===== src/rtl/rbm_hidden_sampler.sv =====
// rbm_hidden_sampler: Bernoulli sampler for the RBM hidden layer.
// Draws h = (p_j > r) per probability, with r taken from a 32-bit Galois
// LFSR, and packs H_DIM samples into h_vec for the reconstruction pass.
// Optional build macro RBM_HSAMP_PROB_STORE_EN adds an H_DIM x 16 RAM
// that keeps every accepted probability for mean-field readback.
module rbm_hidden_sampler #(
    parameter int          H_DIM     = 64,
    parameter logic [31:0] LFSR_SEED = 32'hACE1_1234
) (
    input  logic                       clk_i,
    input  logic                       rst_i,
    input  logic                       start_i,
    output logic                       busy_o,
    input  logic                       p_valid_i,
    output logic                       p_ready_o,
    input  logic [15:0]                p_j_i,
    input  logic                       seed_load_i,
    input  logic [31:0]                seed_i,
    output logic [H_DIM-1:0]           h_vec_o,
    output logic                       h_valid_o,
`ifdef RBM_HSAMP_PROB_STORE_EN
    input  logic [$clog2(H_DIM)-1:0]   prob_rd_addr_i,
    output logic [15:0]                prob_rd_data_o,
`endif
    output logic [$clog2(H_DIM+1)-1:0] count_o
);

    localparam int          CW        = $clog2(H_DIM + 1);
    localparam int          IW        = $clog2(H_DIM);
    localparam logic [31:0] LFSR_MASK = 32'h8020_0003;

    typedef enum logic [1:0] {S_IDLE, S_COLLECT, S_DONE} state_t;

    state_t           state_q, state_d;
    logic [31:0]      lfsr_q, lfsr_d, lfsr_adv;
    logic [H_DIM-1:0] h_vec_q, h_vec_d;
    logic [CW-1:0]    count_q, count_d;
    logic             accept, last_beat, sample;
    logic [IW-1:0]    idx;

    // p_ready only asserts in COLLECT, so an accept implies COLLECT.
    assign accept    = p_valid_i && p_ready_o;
    assign last_beat = (count_q == CW'(H_DIM - 1));
    assign idx       = count_q[IW-1:0];
    assign sample    = (p_j_i > lfsr_q[15:0]);
    assign lfsr_adv  = {1'b0, lfsr_q[31:1]} ^ (lfsr_q[0] ? LFSR_MASK : 32'h0);

    // State register
    always_ff @(posedge clk_i) begin
        if (rst_i) state_q <= S_IDLE;
        else       state_q <= state_d;
    end

    // Next-state logic; start outside IDLE is deliberately ignored
    always_comb begin
        state_d = state_q;
        case (state_q)
            S_IDLE:    if (start_i) state_d = S_COLLECT;
            S_COLLECT: if (accept && last_beat) state_d = S_DONE;
            S_DONE:    state_d = S_IDLE;
            default:   state_d = S_IDLE;
        endcase
    end

    // Outputs decoded from the state register only
    always_comb begin
        p_ready_o = (state_q == S_COLLECT);
        h_valid_o = (state_q == S_DONE);
        busy_o    = (state_q == S_COLLECT) || (state_q == S_DONE);
    end

    // Datapath next state: a seed load overrides the advance, but the
    // coincident sample has already used the pre-load r
    always_comb begin
        h_vec_d = h_vec_q;
        count_d = count_q;
        lfsr_d  = lfsr_q;
        if (state_q == S_IDLE && start_i) begin
            h_vec_d = '0;
            count_d = '0;
        end else if (accept) begin
            h_vec_d[idx] = sample;
            count_d      = count_q + CW'(1);
        end
        if (seed_load_i)  lfsr_d = (seed_i == 32'h0) ? LFSR_SEED : seed_i;
        else if (accept)  lfsr_d = lfsr_adv;
    end

    // Datapath registers
    always_ff @(posedge clk_i) begin
        if (rst_i) begin
            lfsr_q  <= LFSR_SEED;
            h_vec_q <= '0;
            count_q <= '0;
        end else begin
            lfsr_q  <= lfsr_d;
            h_vec_q <= h_vec_d;
            count_q <= count_d;
        end
    end

    assign h_vec_o = h_vec_q;
    assign count_o = count_q;

`ifdef RBM_HSAMP_PROB_STORE_EN
    logic [15:0] prob_mem [H_DIM];
    logic [15:0] prob_rd_q;

    // Probability RAM write, indexed like the h_vec bit
    always_ff @(posedge clk_i) begin
        if (accept) prob_mem[idx] <= p_j_i;
    end

    // Registered read port, one-cycle latency
    always_ff @(posedge clk_i) begin
        if (rst_i) prob_rd_q <= 16'h0;
        else       prob_rd_q <= prob_mem[prob_rd_addr_i];
    end

    assign prob_rd_data_o = prob_rd_q;
`endif

endmodule


===== config.mk =====
export PLATFORM = sky130hd
export DESIGN_NAME = rbm_hidden_sampler
export DESIGN_NICKNAME = d
export VERILOG_FILES = /design/src/rtl/rbm_hidden_sampler.sv
export SDC_FILE = /design/constraint.sdc
export NUM_CORES = 1
export LEC_CHECK = 0
export CORE_UTILIZATION = 50
export CTS_BUF_LIST = sky130_fd_sc_hd__clkbuf_16
export DETAILED_ROUTE_END_ITERATION = 10
export GPL_TIMING_DRIVEN = 0
export PLACE_DENSITY = 0.82
export SLEW_MARGIN = 25
export SYNTH_ARGS = -nofsm -noshare
export SYNTH_HDL_FRONTEND = slang
export SYNTH_SLANG_ARGS = --single-unit

===== constraint.sdc =====
create_clock -name clk_i -period 5.35 [get_ports clk_i]
set_input_delay 1.07 -clock clk_i [delete_from_list [all_inputs] [get_ports clk_i]]
set_output_delay 1.07 -clock clk_i [all_outputs]
set_load 0.02 [all_outputs]

# After elaboration in Yosys (flattened, before gate mapping)
# Index checks and enable logic that the tools add are counted.
# classes
n_addsub	1
multipliers	0
n_div	0
n_lt_le_gt_ge	3
eq_ne	5
shifts	0
muxes	10
bitwise_logic	1
reduce_logical	10
# op_table
operator	count
32-bit two-way mux	4
64-bit bitwise mux	1
32-bit zero test	1
31-bit by 32-bit bitwise XOR with 32-bit output	1
16-bit > comparator	1
7-bit by 1-bit adder with 7-bit output, second input constant	1
7-bit by 6-bit == test with 1-bit output, second input constant	1
6-bit by 7-bit < comparator with 1-bit output, second input constant	1
1-bit demux with 6-bit select	1
6-bit by 1-bit greater-or-equal comparator with 1-bit output, second input constant	1
1-bit logical AND	4
2-bit two-way mux	2
2-bit case mux with 2 select lines	1
2-bit by 1-bit == test with 1-bit output, second input constant	1
2-bit == test, second input constant	1
2-bit zero test	1
2-bit by 1-bit inequality test with 1-bit output, second input constant	1
2-bit inequality test, second input constant	1
2-bit AND reduction	1
2-bit nonzero test	1
2-bit OR reduction	1
1-bit logical OR	1
1-bit two-way mux	1
# totals
register_bits	105
latchBits	0
ram_bits	0
romBits	0
inputBits	53
output_inout_bits	74
elab_cells	34
memories	0

# Logic depth before layout (Yosys ltp)
# depth
ltp_word	5
mapped_depth	9

# Worst setup path after synthesis
# No wires, ideal clock.
# synth_timing
kind	input -> register
startpoint	in p_j_i[15]
endpoint	reg h_vec_q[37] (netlist: h_vec_o[37])
setup_time_ps	115
t_arrival_ps	2539
t_required_ps	5235
path_slack_ps	2695
stages	6
cell_sequence	ha_1 nand4_2 or4_4 o311ai_4 buf_6 o21ai_2
# synth_via
elab_chain_len	2
# synth_rtl
element	line_no	source
start: declaration	16	input logic [15:0] p_j_i,
16-bit > comparator	45	assign sample = (p_j_i > lfsr_q[15:0]);
64-bit bitwise mux	82	h_vec_d[idx] = sample;
end signal: assignment	97	h_vec_q <= h_vec_d;
end: declaration	36	logic [H_DIM-1:0] h_vec_q, h_vec_d;
# No other way between the ends.
# A chain may end at the register's enable or synchronous reset.

# Final worst setup path
# layout_timing
startpoint	in p_j_i[11]
endpoint	reg h_vec_q[38] (netlist: h_vec_o[38])
# The elaborated chain is that of the path after synthesis.

==> summary.md <==
| Metric | Value |
|---|---|
| Run status | finished, final reports clean |
| Synth Area in Simple Gates | between 20 and 25% |
| Hold depth | 2 |
| Synth unique cells | 44 |
| Final Cycle Share | 56.4% |
| Final std cells w/o fill | ~860 |
| Std-Cell Core Area | 9280 sq um |
| Via count | 4748 |
| Worst EP required | ~5.6 ns |
| Max-Cap Viols | 0 |
| Via density | between 5 and 6 |
| Final #Nets | 795 |
| Initial core utilization | 51.8% |
| CTS root buf | clkbuf_16 |
| # rows | 35 |
| Average cell area after synthesis | 8.23 sq um |
| Crit path max fanout | 10 |
| H-tree depth | 3 |
| TritonCTS buffer count | 9 |
| Clk sinks | ~110 |
| Pre-antenna DRT Iters | 5 |
| Largest family of logic cells by synthesized area | simple AND/OR/NAND/NOR gates |
| Average wire per standard cell | 15.1 microns |
| Slew @ Worst Pin | 1.06 ns |
| Pre-CTS setup slack | 1.98 ns |
| Setup Skew | 0.0125 ns |
| Synth Area in Compound Gates | 16.9% |
| Synth Area in XOR/XNOR | 1.27% |
| Asr flop ratio synth | 0% |
| Final antenna-violating net count | 0 |
| ANT cells | 0 |
| Clk buf depth | 2 |
| Share of layout cells above drive strength 1 | 7.71% |
| GRT Residual Overflow | 0 |
| Gpl congestion | a little over 0.9 |
| Port buffer count | approximately 130 |
| Syn Inst Count | ~590 |
| CP endpoint kind | flip-flop |
| Routed met1 length | just over 5000 microns |
| Post-synthesis adder-cell area fraction | 5.46% |
| # hold bufs at CTS | 0 |
| RSZ-0062 raised after global routing | false |
| Met2 WL post-DR | 6460 microns |
| Ys flop type | dfxtp_1 |
| Pwr per Cell Area | 260 nW/um^2 |
| Worst hold slack | 0.457 ns |
| GRT Resource Usage Total | about a quarter |
| Final Hold Fails | 0 |
| Leak | 2.31 nW |
| Max Transition Viols Final | 0 |
| DR DRC count | 0 |
| Largest net degree at the start of global routing | 21 |
| Minimum clock period after layout | 3.02 ns |
| DR top layer | met4 |
| Dpl hpwl | 9720 microns |
| Peak Freq | 331 MHz |
| Post-Route WL | between 10000 and 15000 microns |
| Post-Syn Area | 4810 sq um |
| Seq cells post-synth | between 100 and 150 |
| Max IR drop VDD | between 0.1 and 0.15 mV |
| Syn nets | 659 |
| Setup TNS Final | 0 ns |
| Die width | 100 microns |
| Crit start category | input pin |
| Post-cts resize count | 0 |
| Number of flops mapped to enable cells by yosys | 0 |
| CTS tree | built |
| Vias in the first global route | 4464 |
| Slew HR | 29.1% |
| Die area | 10000 sq um |
| CTS clk-pin slew, worst paths | 0.08 ns |
| Initial antenna violation count | 0 |
| Ports | about 130 |
| Dpl cells | 839 |
| Routed met3 length | 983 microns |
| Initial DRC Count | 198 |
| Endpoints failing setup | 0 |
| Critical Path AT | 3.25 ns |
| Multiplexer share of the synthesized area | 2.91% |
| Worst-skew pair later-pin latency | 0.35 ns |
| Area grow syn2layout | 35.9% |
| Final WS setup | 2.33 ns |
| Sequential-to-total area share from yosys stat | a little over two fifths |
| First-pass GRT wire length | 20600 microns |
| Post-CTS Setup Repair Bufs | 0 |
| Die height | approximately 100 microns |
| Hold crit path type | reg2reg |
| Depth of the most critical reg-to-reg path | 7 |
| Yosys warnings | 0 |
| Kind of critical path | in2reg |
## metrics by stage
| stage | power (mW) | utilization, % | instance area, sq um |
|---|---|---|---|
| after floorplan | 0.977 | - | 4810 |
| after global routing | 1.77 | 70.5 | 6540 |
| after CTS | 1.71 | 70.5 | 6540 |
| final | 1.70 | 70.5 | 6540 |
| after global placement | 1.06 | 67.1 | 6230 |
| after detailed placement | 1.07 | 67.3 | 6240 |
## flip-flops by register name, indices dropped and copies added (netlist names)
| name | flops |
|---|---|
| state_q | 2 |
| lfsr_q | 32 |
| h_vec_o | 64 |
| count_o | 7 |
## critical path: stages
cell and delay (ns):
clkdlybuf4s50_1 0.41, ha_1 0.34, a21oi_1 0.16, o21a_1 0.16
o2bb2ai_1 0.11, o311ai_4 0.66, buf_6 0.27, o21ai_2 0.08
## logic make-up (layout without fill, tap and decap cells)
group,Yosys count,after routing
flip-flops,105,105
buffers and inverters,55,196
multiplexers,14,14
AO/OA/AOI/OAI,136,136
XOR/XNOR,7,7
AND/OR/NAND/NOR,247,247
adder cells (fa/ha/maj),21,21
## worst paths after layout
check	start	to	slack (ns)
worst max-delay path	p_j_i[11]	h_vec_o[38]	2.33
worst min-delay path	h_vec_o[50]	h_vec_o[50]	0.46
worst max register to register	state_q[1]	h_vec_o[57]	2.94
worst min register to register	h_vec_o[50]	h_vec_o[50]	0.46
## cells in the mapped netlist, types with 2 or more instances
cell type  instances  area [sq um]
o21ai_0           47           235
a21oi_1           47           235
and3_1             2          12.5
a2bb2oi_1         12           105
and3b_1            2          17.5
nand2_1          109           409
nor3b_1            4          30.0
nor2_1            33           124
nor2b_1            2          12.5
nor4b_2            2          30.0
o21ai_2           10          87.6
buf_6              6          67.6
nor3_1             4          20.0
dfxtp_1          105          2100
ha_1              21           263
o21ai_1           10          50.1
xor2_1             3          26.3
nand3_1           65           325
mux2i_1           14           140
nor3b_2            2          25.0
buf_1              4          15.0
inv_1             18          67.6
xnor2_1            4          35.0
nand4_1            7          43.8
clkbuf_1          16          60.1
nor4_1             8          50.1
buf_2             10          50.1
a211oi_1           2          15.0
## placed cells by master, fill, tap and decap left out, types with 3 or more instances in the layout
master	n
a21oi_1	47
a2bb2oi_1	12
buf_1	4
buf_2	10
buf_6	6
clkbuf_1	16
clkbuf_16	9
clkdlybuf4s50_1	125
dfxtp_1	105
ha_1	21
inv_1	18
mux2i_1	14
nand2_1	109
nand3_1	65
nand4_1	7
nor2_1	33
nor3b_1	4
nor4_1	8
o21ai_0	47
o21ai_1	10
o21ai_2	10
xnor2_1	4
xor2_1	3
## power by group
group          leakage [nW]  switching (mW)  internal, mW
logic                  1.31           0.134         0.107
clock network         0.139           0.314         0.329
registers             0.853          0.0136         0.800
## routing by layer
metal | global-route usage [%] | vias to the layer above
li1 | - | 2323
met1 | 31.1 | 2192
met2 | 46.4 | 203
met3 | 4.74 | 30
met4 | 12.4 | 0
met5 | 0 | -
## cell type report
class	instances	area, sq um
Tap cell	129	161
Clock buffer	9	225
Multi-Input combinational cell	425	2460
Sequential cell	105	2100
Clock inverter	7	71.3
Fill cell	730	2740
Inverter	18	67.6
Buffer	37	200
Timing Repair Buffer	125	1250
Power figures use the tool's default switching activity.
